===== src/rtl/sram_arb_pkg.sv =====
// Shared sizing and state encoding for the two-port SRAM arbiter/controller.
package sram_arb_pkg;

    localparam int unsigned DEPTH = 512;
    localparam int unsigned WIDTH = 48;
    localparam int unsigned SEGS  = 8;
    localparam int unsigned AW    = 9;

    typedef enum logic {
        StInit,
        StRun
    } state_e;

endpackage


===== src/rtl/rr_arb2.sv =====
// Two-requester round-robin grant: a lone requester always wins; on contention
// the pointer picks (0 = p0, 1 = p1).
module rr_arb2 (
    input  logic [1:0] valid_i,
    input  logic       ptr_i,
    output logic [1:0] grant_o
);

    always_comb begin
        grant_o = valid_i;
        if (&valid_i) begin
            grant_o = ptr_i ? 2'b10 : 2'b01;
        end
    end

endmodule


===== src/rtl/sram_arb_ctrl.sv =====
// Two-port arbiter in front of a single-port masked-write SRAM; clears the whole
// array after reset before accepting any request.
module sram_arb_ctrl
    import sram_arb_pkg::*;
(
    input  logic             clock,
    input  logic             reset_n,
    output logic             init_done,
    input  logic             p0_req_valid,
    output logic             p0_req_ready,
    input  logic             p0_req_write,
    input  logic [AW-1:0]    p0_req_addr,
    input  logic [SEGS-1:0]  p0_req_wmask,
    input  logic [WIDTH-1:0] p0_req_wdata,
    output logic             p0_resp_valid,
    output logic [WIDTH-1:0] p0_resp_rdata,
    input  logic             p1_req_valid,
    output logic             p1_req_ready,
    input  logic             p1_req_write,
    input  logic [AW-1:0]    p1_req_addr,
    input  logic [SEGS-1:0]  p1_req_wmask,
    input  logic [WIDTH-1:0] p1_req_wdata,
    output logic             p1_resp_valid,
    output logic [WIDTH-1:0] p1_resp_rdata,
    output logic             mem_en,
    output logic             mem_wmode,
    output logic [AW-1:0]    mem_addr,
    output logic [SEGS-1:0]  mem_wmask,
    output logic [WIDTH-1:0] mem_wdata,
    input  logic [WIDTH-1:0] mem_rdata
);

    state_e           state_q, state_d;
    logic [AW-1:0]    cnt_q, cnt_d;
    logic             ptr_q, ptr_d;
    logic             init_done_q, init_done_d;
    logic [1:0]       resp_valid_q, resp_valid_d;
    logic [WIDTH-1:0] rdata0_q, rdata0_d;
    logic [WIDTH-1:0] rdata1_q, rdata1_d;
    logic             in_run;
    logic [1:0]       req_valid;
    logic [1:0]       grant;

    assign in_run    = (state_q == StRun);
    assign req_valid = {p1_req_valid, p0_req_valid} & {2{in_run}};

    rr_arb2 u_arb (
        .valid_i (req_valid),
        .ptr_i   (ptr_q),
        .grant_o (grant)
    );

    assign p0_req_ready = grant[0];
    assign p1_req_ready = grant[1];
    assign init_done    = init_done_q;

    // SRAM data arrives in the response cycle; pass it straight through, then hold it.
    assign p0_resp_valid = resp_valid_q[0];
    assign p1_resp_valid = resp_valid_q[1];
    assign p0_resp_rdata = resp_valid_q[0] ? mem_rdata : rdata0_q;
    assign p1_resp_rdata = resp_valid_q[1] ? mem_rdata : rdata1_q;

    always_comb begin
        mem_en    = 1'b0;
        mem_wmode = 1'b0;
        mem_addr  = cnt_q;
        mem_wmask = '1;
        mem_wdata = '0;
        if (!in_run) begin
            mem_en    = 1'b1;
            mem_wmode = 1'b1;
        end else if (grant[1]) begin
            mem_en    = 1'b1;
            mem_wmode = p1_req_write;
            mem_addr  = p1_req_addr;
            mem_wmask = p1_req_wmask;
            mem_wdata = p1_req_wdata;
        end else if (grant[0]) begin
            mem_en    = 1'b1;
            mem_wmode = p0_req_write;
            mem_addr  = p0_req_addr;
            mem_wmask = p0_req_wmask;
            mem_wdata = p0_req_wdata;
        end
    end

    always_comb begin
        state_d      = state_q;
        cnt_d        = cnt_q;
        ptr_d        = ptr_q;
        init_done_d  = init_done_q;
        resp_valid_d = 2'b00;
        rdata0_d     = resp_valid_q[0] ? mem_rdata : rdata0_q;
        rdata1_d     = resp_valid_q[1] ? mem_rdata : rdata1_q;
        unique case (state_q)
            StInit: begin
                cnt_d = cnt_q + 1'b1;
                if (cnt_q == AW'(DEPTH - 1)) begin
                    state_d     = StRun;
                    cnt_d       = '0;
                    init_done_d = 1'b1;
                end
            end
            StRun: begin
                if (|grant) begin
                    ptr_d = grant[0];
                end
                resp_valid_d = grant & {~p1_req_write, ~p0_req_write};
            end
            default: state_d = StInit;
        endcase
    end

    always_ff @(posedge clock or negedge reset_n) begin
        if (!reset_n) begin
            state_q      <= StInit;
            cnt_q        <= '0;
            ptr_q        <= 1'b0;
            init_done_q  <= 1'b0;
            resp_valid_q <= 2'b00;
            rdata0_q     <= '0;
            rdata1_q     <= '0;
        end else begin
            state_q      <= state_d;
            cnt_q        <= cnt_d;
            ptr_q        <= ptr_d;
            init_done_q  <= init_done_d;
            resp_valid_q <= resp_valid_d;
            rdata0_q     <= rdata0_d;
            rdata1_q     <= rdata1_d;
        end
    end

endmodule


===== config.mk =====
export PLATFORM = sky130hd
export DESIGN_NAME = sram_arb_ctrl
export DESIGN_NICKNAME = d
export VERILOG_FILES = /design/src/rtl/sram_arb_pkg.sv /design/src/rtl/rr_arb2.sv /design/src/rtl/sram_arb_ctrl.sv
export SDC_FILE = /design/constraint.sdc
export NUM_CORES = 1
export LEC_CHECK = 0
export ABC_AREA = 0
export ABC_CLOCK_PERIOD_IN_PS = 1800
export CAP_MARGIN = 20
export CORE_UTILIZATION = 25
export CTS_CLUSTER_SIZE = 20
export DETAILED_ROUTE_END_ITERATION = 6
export MAX_ROUTING_LAYER = met4
export PLACE_DENSITY_LB_ADDON = 0.1
export SETUP_SLACK_MARGIN = 0.05
export SLEW_MARGIN = 25
export SYNTH_ARGS = -nofsm -noshare
export SYNTH_HDL_FRONTEND = slang
export SYNTH_SLANG_ARGS = --single-unit

===== constraint.sdc =====
create_clock -name clock -period 1.8 [get_ports clock]
set_clock_uncertainty 0.2 [all_clocks]
set_input_delay 0.27 -clock clock [delete_from_list [all_inputs] [get_ports clock]]
set_output_delay 0.27 -clock clock [all_outputs]
set_load 0.005 [all_outputs]

==> run summary <==
Run status -> finished with violations
Failing checks -> negative setup slack
Pre-CTS WS -> -930 ps
DIE HEIGHT -> 144 um
GRT Resource Usage Total -> 22.4%
H-tree depth -> 3
CTS Sinks -> 110
Non-Filler Instances -> 1144
CP Data Required Time -> 1330 ps
Starting DRT DRC Count -> 157
Total power -> 4.94 mW
Transition time of the tightest slew-check pin -> 283 ps
Final Max Tran Viols -> 0
WHS -> 160 ps
Final HPWL DP -> 16.7 mm
Clk root buf -> clkbuf_16
Filler cells -> 1728
Post-synth EDFFs -> 0
Async SR Flop Fraction -> 100%
Type of origin of the critical path -> register
Setup violators final -> 166
Crit path kind -> reg2out
DRT antenna net count -> 0
Drt pass-1 iters -> 4
Fin crit share -> 127%
Final hold violation count -> 0
Layout cells sized above 1 -> 52.1%
Die ar. -> 20700 um^2
CTS Buffer Depth -> 2
Post-route cell area -> 11000 um^2
Die width -> 144 um
Max incr delay on CP -> 430 ps
Area of the mapped netlist -> 5040 um^2
Final #Nets -> 1055
CTS clk-pin slew, worst paths -> 70 ps
Count of different cell masters after synthesis -> 38
First-pass GRT wire length -> 32.6 mm
FP Rows -> 51
CP top delay family -> buffers and inverters
Gate Count Post-Synth -> 389
Fin crit period -> 2280 ps
# Max-Cap Violations -> 0
Critical-path cell list -> nor2b_2, or2_4, clkinv_8, buf_12, buf_6, a22o_4, buf_6
Worst-path maximum fanout -> 7
Initial Utilization -> 25.7%
# IOs -> 352
YS warnings -> 0
Synth Flop Type -> dfrtp_1
Routed WL -> 23.9 mm
Core Region -> 19600 um^2
Pin count of the biggest net entering global routing -> 41
CP dominant cell by count -> buf_6
Sequential area share after synthesis -> 54.6%
Max Freq -> 0.439 GHz
Leak pwr -> 5.34 nW
Synthesized flop and latch total -> 110
Crit end category -> output port
Pwr dens -> 450 nW/um^2
Hold Crit Class -> in2async
Slowest CP cell -> dfrtp_1
Placed standard-cell area -> 9160 um^2
CTS tree -> built
Dpl cells -> 1014
Via count -> 5274
Drt drc -> 0
Total grt overflow -> 0
Slew margin rel. -> 81.2%
CP arrival -> 1810 ps
Routability cong. -> 0.877
Worst-Skew Late Latency -> 340 ps
DR vias/cell -> 4.61
Synth Area per Inst -> 13.0 um^2
Initial antenna violation count -> 6
RSZ-0062 raised after global routing -> yes
PnR worst setup slack -> -478 ps
Vias in the first global route -> 5569
Buf/Inv on CP -> 4
Syn nets -> 576
Total CTS buffers -> 9
Peak VDD IR -> 0.396 mV
Number of buffers added on ports -> 351
WL/cell -> 20.9 um
Area grow syn2layout -> 118%
-- path summary, 6_finish.rpt --
kind,startpoint,to,slack (ps),cells after the start
max in group asynchronous,reset_n,rdata0_q[32]$_DFF_PN0_,680,3
min,reset_n,rdata0_q[8]$_DFF_PN0_,160,2
max,ptr_q$_DFFE_PN0P_,mem_wdata[3],-480,7
min reg2reg,init_done$_DFFE_PN0P_,init_done$_DFFE_PN0P_,280,1
max reg2reg,cnt_q[0]$_DFFE_PN0N_,cnt_q[5]$_DFFE_PN0N_,60,8
min in group clock,init_done$_DFFE_PN0P_,init_done$_DFFE_PN0P_,280,1
-- synth_stat cells (5+ instances only) --
master    instances  area [um^2]
a21oi_1           9         45.0
a22o_1           48          420
buf_2            12         60.1
buf_4             5         37.5
clkbuf_1         11         41.3
dfrtp_1         110         2750
inv_1            17         63.8
mux2_2           97         1090
nand2_1          10         37.5
nor2_1            6         22.5
o211ai_1          7         52.6
o21ai_0          15         75.1
o32ai_1           8         70.1
-- layout by cell type (no fill, tap or decap), types with 14 or more instances in the layout --
master           netlist  final
inv_1                 17     16
buf_12                 0     21
mux2_4                 0     83
buf_2                 12     55
buf_6                  2     97
dfrtp_1              110    104
a22o_1                48     45
clkdlybuf4s50_1        0    185
mux2_2                97     14
clkbuf_2               0     38
buf_4                  5     72
-- flip-flops by register name (all words and copies together), names as in the netlist --
register / count
init_done: 1
ptr_q: 1
rdata0_q: 48
in_run: 1
rdata1_q: 48
cnt_q: 9
resp_valid_q: 2
-- worst register-to-register path, cell delays in order, from the launching register on --
cell and delay (ps):
dfrtp_2 450, ha_4 180, nand3_2 80, nor2_2 50, buf_4 140, ha_4 190
nor2_4 100, nand2b_1 90, o31ai_2 170
-- per-stage QoR --
step | utilization, % | setup TNS, ps
2_1_floorplan | - | 0
3_3_place_gp | 46.7 | -64390
3_5_place_dp | 46.7 | -65970
4_1_cts | 53.2 | -62320
5_1_grt | 56.0 | -62580
6_report | 56.0 | -52600
-- metal layers --
| layer | vias up | share of wire, % | track usage (%) |
|---|---|---|---|
| met5 | - | 0 | - |
| met4 | 0 | 2.3 | 9.18 |
| met3 | 25 | 6.1 | 4.60 |
| met2 | 209 | 56 | 40.8 |
| met1 | 2645 | 36 | 23.2 |
| li1 | 2395 | - | - |
-- cells by family (layout without fill, tap and decap cells) --
group / count (synthesis) / in the layout / synth area share (%)
other: 0 / 7 / 0
AND/OR/NAND/NOR: 31 / 31 / 3.20
XOR/XNOR: 1 / 1 / 0.174
multiplexers: 97 / 97 / 21.7
adder cells (fa/ha/maj): 3 / 3 / 0.745
AO/OA/AOI/OAI: 98 / 98 / 14.9
flip-flops: 110 / 110 / 54.6
buffers and inverters: 49 / 532 / 4.67
-- layout make-up --
class | count | area (um^2) | share of cell area [%]
inverters | 19 | 88.8 | 0.810
clock inverters | 2 | 16.3 | 0.148
multi-input cells | 230 | 2630 | 24.0
diodes | 7 | 17.5 | 0.160
flip-flops and latches | 110 | 2760 | 25.2
clock buffers | 13 | 270 | 2.46
well taps | 265 | 332 | 3.02
repair buffers | 498 | 4850 | 44.2
-- repair_timing --
action / CTS / global route
hold buffers: 1 / 0
pin swaps: 17 / 26
resized for setup: 617 / 246
gates cloned: 9 / 3
endpoints found under the hold margin: 110 / 0
setup buffers: 53 / 51
setup endpoints to repair: 173 / 179
-- power breakdown --
group          total, mW  internal (mW)  switching (mW)
Combinational      0.546          0.376           0.170
Clock               1.93           1.05           0.877
Sequential          2.47           2.47               0
No activity file was read; power rests on OpenSTA's default activity.
==> RTL edit 1: new RTL, config.mk and constraints unchanged <==
Reset style: synchronous (`reset_n`), changed in one clocked block.
--- a/src/rtl/sram_arb_ctrl.sv
+++ b/src/rtl/sram_arb_ctrl.sv
@@ -111,7 +111,7 @@
         endcase
     end
 
-    always_ff @(posedge clock or negedge reset_n) begin
+    always_ff @(posedge clock) begin
         if (!reset_n) begin
             state_q      <= StInit;
             cnt_q        <= '0;
Formal check against the unedited RTL: differs if reset_n is asserted again (counterexample within 4 cycles, from zero or initial values and one cycle with reset_n low); with reset_n held inactive, the same outputs for 10 cycles.
==> RTL edit 1 against the unedited design <==
  * The run still ends with negative setup slack left
  * Worst setup slack improved by 0.12 ns
  * Synthesized area rose by 2.5%
  * Sequential cell count did not move
  * Synthesized cell count rose by 28%
  * Cell area rose by 3.2%
  * Total power fell by 0.95%
  * Wire length rose by 3.8%
  * Register-to-register slack got worse by 0.24 ns
  * Critical path type unchanged
  * Largest power group unchanged
  * Highest routed layer unchanged
==> RTL edit 1: results (changes against the unedited design) <==
Place:
- The final weighted congestion in routability-driven placement is 1.08 (+23%).
- The half-perimeter wire length after placement is 17100 um (+1.9%).
- The standard cell area after detailed placement is 9170 um^2 (+0.16%).
- The count of placed standard cells including taps is 1110 (+9.5%).

Setup path:
- The startpoint identified for the worst register-to-register timing path is in_run.
- The critical path endpoint is mem_wdata[34].
- The maximum fanout along the worst path is 6 (-1).
- The stage delay of the slowest cell on the critical path is 0.36 ns (-0.07 ns).
- The slowest stage of the critical path belongs to the cell sky130_fd_sc_hd__dfxtp_2.

Run status:
- The flow ran to the end, but the final reports show violations.
- The checks that failed: negative setup slack.

Routing:
- The initial detailed-routing violation count is 215 (+37%).
- The mean number of vias per cell is 4.50 (-2.4%).
- The wire length on met2 came to 13000 um (-2.6%).
- The detailed-route wire length on metal 1 is 9970 um (+16%).

Synth:
- The adder and majority cell fraction of the synthesized area is 0.00727 (-0.000179).
- The share of synthesized registers carrying an async set or reset was 0 (-1.00).
- The cell taking the most area after synthesis is sky130_fd_sc_hd__dfxtp_1.
- The post-synthesis instance total was 497 (+28%).
- The fraction of the mapped netlist area in compound gates is 0.140 (-0.00866).
- The sequential-to-total area share from yosys stat is 0.427 (-0.120).
- In the synthesized netlist, the cells that appear most often are 110 x sky130_fd_sc_hd__dfxtp_1, 96 x sky130_fd_sc_hd__and2_1, 96 x sky130_fd_sc_hd__mux2_2.

Finish:
- The fraction of layout instances using a drive strength above 1 is 0.479 (-0.0418).
- The non-clock buffer instance count of the final layout came to 494 (-0.80%).
- The antenna diode count is 6 (-1).
- The count of clock-net buffers in the final layout is 11 (-2).
- The number of inverters outside the clock class in the layout came to 21 (+2).
- The clock network area share came to 0.0242 (-0.00192).

GRT:
- The number of global-route vias before repair is 6051 (+8.7%).
- The met1 routing resource usage after global routing was 0.262 (+0.0292).
- The global-route met3 utilization was 0.0433 (-0.00272).
- The global-route wire length before repair is 36400 um (+12%).
- The maximum number of pins on one net before global-route repair came to 62 (+51%).

Timing:
- The post-layout worst setup margin is -0.354 ns (+0.124 ns).
- The headroom to the max-slew limit is 0.784 (-0.0273).
- The count of endpoints failing setup in the final report is 169 (+1.8%).
- The setup total negative slack is -34.10 ns (+18.50 ns).

Min path:
- The worst min-delay path class is in -> reg.

Power:
- The leakage dissipation is 5.03 nW (-5.9%).

Die:
- The area of the core is 20200 um^2 (+3.3%).
RTL edit 1: cell count changes in the layout (fill, tap and decap cells not counted), moves of 5 or more:
cell / before / now
sky130_fd_sc_hd__buf_2: 55 / 65
sky130_fd_sc_hd__dfrtp_2: 6 / 0
sky130_fd_sc_hd__buf_16: 3 / 8
sky130_fd_sc_hd__mux2_2: 14 / 1
sky130_fd_sc_hd__o21ai_1: 6 / 0
sky130_fd_sc_hd__dfrtp_1: 104 / 0
sky130_fd_sc_hd__buf_6: 97 / 149
sky130_fd_sc_hd__mux2_4: 83 / 95
sky130_fd_sc_hd__and2_1: 0 / 96
sky130_fd_sc_hd__a21oi_2: 2 / 8
sky130_fd_sc_hd__dfxtp_1: 0 / 104
sky130_fd_sc_hd__clkbuf_2: 38 / 14
sky130_fd_sc_hd__buf_4: 72 / 37
RTL edit 1: worst min-delay path: stages:
cell,delay (ns)
sky130_fd_sc_hd__buf_2,0.20
sky130_fd_sc_hd__nand2_1,0.10
sky130_fd_sc_hd__nor3_1,0.03
RTL edit 1: power by group:
| part | internal [mW] | switching [mW] |
|---|---|---|
| clock | 0.978 | 0.879 |
| sequential | 2.43 | 0.0124 |
| combinational | 0.402 | 0.188 |
| total | 3.82 | 1.08 |
RTL edit 1: metrics by stage:
step	util	setup WS [ns]
floorplan	-	0.0582
global placement	0.453	-0.892
detailed placement	0.453	-0.870
CTS	0.535	-0.406
global route	0.560	-0.427
finish	0.560	-0.354
RTL edit 1: what timing repair did:
action | 4_1_cts | 5_1_grt
pin swaps | 25 | 29
buffers inserted | 73 | 40
resized for setup | 857 | 156
setup endpoints to repair | 168 | 174
hold buffers | 0 | 0
cloned | 16 | 1
RTL edit 1: logic make-up after synthesis:
family,Yosys count
simple gates,129
buf+inv,60
flops,110
xor+xnor,3
mux,98
fa+ha+maj,3
compound gates,94
==> RTL edit 2: new RTL, same settings <==
Made on the original files. The package constant `SEGS` goes from 8 to 7.
--- a/src/rtl/sram_arb_pkg.sv
+++ b/src/rtl/sram_arb_pkg.sv
@@ -3,7 +3,7 @@
 
     localparam int unsigned DEPTH = 512;
     localparam int unsigned WIDTH = 48;
-    localparam int unsigned SEGS  = 8;
+    localparam int unsigned SEGS  = 7;
     localparam int unsigned AW    = 9;
 
     typedef enum logic {
Interface: changed (resized mem_wmask, p0_req_wmask and p1_req_wmask); port bits go from 352 to 349. No check against the original RTL was run, so the function may have changed too.
==> RTL edit 2 against the unedited design <==
  * The run still ends with negative setup slack left
  * Cell area rose by 1.7%
  * Count of clock-buffer cells in the layout fell by 3
  * Sequential cell count did not move
  * Synthesized area fell by 0.35%
  * Wire length fell by 1.9%
  * Total power rose by 3.7%
  * Largest cell class unchanged
  * Via count rose by 0.47%
  * Worst setup slack got worse by 0.17 ns
  * Core utilization rose by 0.96 points
==> RTL edit 2: results (changes against the unedited design) <==
Setup path:
- The maximum fanout along the worst path came to 5 (-2).
- On the critical path, the stage with the largest delay is an instance of sky130_fd_sc_hd__dfrtp_1.
- The cell count of the worst reg-to-reg path was 9 (+1).
- The internal reg-to-reg setup slack is -0.10 ns (-0.16 ns).
- The arrival time at the worst endpoint is 1.98 ns (+0.17 ns).

Synth:
- The fraction of the mapped netlist area in compound gates was 0.147 (-0.00197).
- The number of nets produced by synthesis is 569 (-1.2%).
- In the synthesized netlist the dominant register cell turns out to be sky130_fd_sc_hd__dfrtp_1.
- The adder and majority cell fraction of the synthesized area is 0.00748 (+0.0000260).
- After synthesis, the most frequently instantiated cells are 110 x sky130_fd_sc_hd__dfrtp_1, 97 x sky130_fd_sc_hd__mux2_2, 48 x sky130_fd_sc_hd__a22o_1.
- The proportion of synthesized area in mux cells was 0.218 (+0.000756).
- By area the synthesized netlist is led by sky130_fd_sc_hd__dfrtp_1 55%, sky130_fd_sc_hd__mux2_2 22%, sky130_fd_sc_hd__a22o_1 8.4%, sky130_fd_sc_hd__o21ai_0 1.4%, sky130_fd_sc_hd__o32ai_1 1.4%.
- The sequential-to-total area share from yosys stat came to 0.548 (+0.00191).
- The share of the synthesized netlist area taken by xor and xnor gates came to 0.00174 (+0.00000606).

Place:
- The standard cell area after detailed placement is 9110 um^2 (-0.53%).
- The final weighted congestion in routability-driven placement came to 0.887 (+1.2%).
- The post-place setup slack is -1.01 ns (-0.0817 ns).
- The number of I/O port buffers is 348 (-0.85%).
- The half-perimeter wire length after placement was 16700 um (-0.35%).

Finish:
- The fraction of layout instances using a drive strength above 1 is 0.528 (+0.00755).
- The final-stage net count came to 1049 (-0.57%).
- The largest registers in the layout are rdata0_q x48, rdata1_q x48, cnt_q x9.

Timing:
- The count of endpoints failing setup in the final report is 166 (unchanged).
- The post-layout worst setup margin is -0.651 ns (-0.173 ns).
- The headroom to the max-slew limit is 0.779 (-0.0327).

Routing:
- The total via count after detailed routing is 5299 (+0.47%).
- The overall routed net length is 23500 um (-1.9%).
- The initial detailed-routing violation count is 131 (-17%).

Run status:
- The run finished, with violations left.
- The checks that failed: negative setup slack.

GRT:
- The initial antenna violation count is 4 (-2).
- The maximum number of pins on one net before global-route repair was 61 (+49%).
- The global-route wire length before repair is 33300 um (+2.1%).
- The all-layer global routing usage is 0.226 (+0.00193).
- The number of global-route vias before repair is 5673 (+1.9%).

Power:
- The leakage dissipation is 5.36 nW (+0.31%).
- The share of total power consumed by net switching was 0.205 (-0.00696).
- The maximum resistive drop on vdd is 0.397 mV (+0.23%).

Clock network:
- The clock slew seen by the registers of the worst setup and hold paths is 0.07 ns (about the same).
## RTL edit 2: per-layer routing
layer,track usage,routed length [um]
met1,0.241,8760
met2,0.410,12600
met4,0.0728,643
met5,-,0
met3,0.0506,1450
## RTL edit 2: worst max path at each step
stage                       from       endpoint  slack (ns)  cells past startpoint
CTS                        ptr_q    mem_addr[4]       -0.64                      5
floorplan                  ptr_q      mem_wmode       0.001                      6
global placement    p1_req_valid  mem_wdata[47]       -1.00                      7
finish                     ptr_q  mem_wdata[37]       -0.65                      8
detailed placement  p0_req_valid  mem_wdata[47]       -1.01                      7
global route               ptr_q  mem_wdata[36]       -0.70                      8
## RTL edit 2: repair_timing
action	CTS	global route
gates resized for setup	856	97
gates cloned	13	0
hold endpoints to repair	110	0
buffers inserted	75	38
hold buffers	1	0
pin swaps	27	31
setup endpoints to repair	169	174
## RTL edit 2: metrics by stage
stage | hold WS [ns] | instances | TNS (ns)
floorplan | -0.226 | 384 | 0
global placement | -0.0394 | 1010 | -64.90
detailed placement | -0.0331 | 1010 | -65.80
CTS | 0.136 | 1115 | -66.90
global route | 0.179 | 1138 | -69.63
finish | 0.150 | 1139 | -61.11
## RTL edit 2: cell type report
type | count | area (um^2)
fill | 1652 | 8430
sequential | 110 | 2760
antenna | 5 | 12.5
tap | 265 | 332
clock inverter | 6 | 91.3
inverter | 18 | 77.6
timing repair buffer | 497 | 5130
clock buffer | 10 | 229
multi-input combinational | 228 | 2530
## RTL edit 2: power groups by stage
stage / Combinational, mW / Clock (mW) / Sequential, mW
6_report: 0.531 / 2.12 / 2.47
5_1_grt: 0.568 / 2.28 / 2.47
4_1_cts: 0.532 / 2.18 / 2.47
3_5_place_dp: 0.509 / 0 / 2.52
3_3_place_gp: 0.502 / 0 / 2.52
2_1_floorplan: 0.0173 / 0 / 2.52
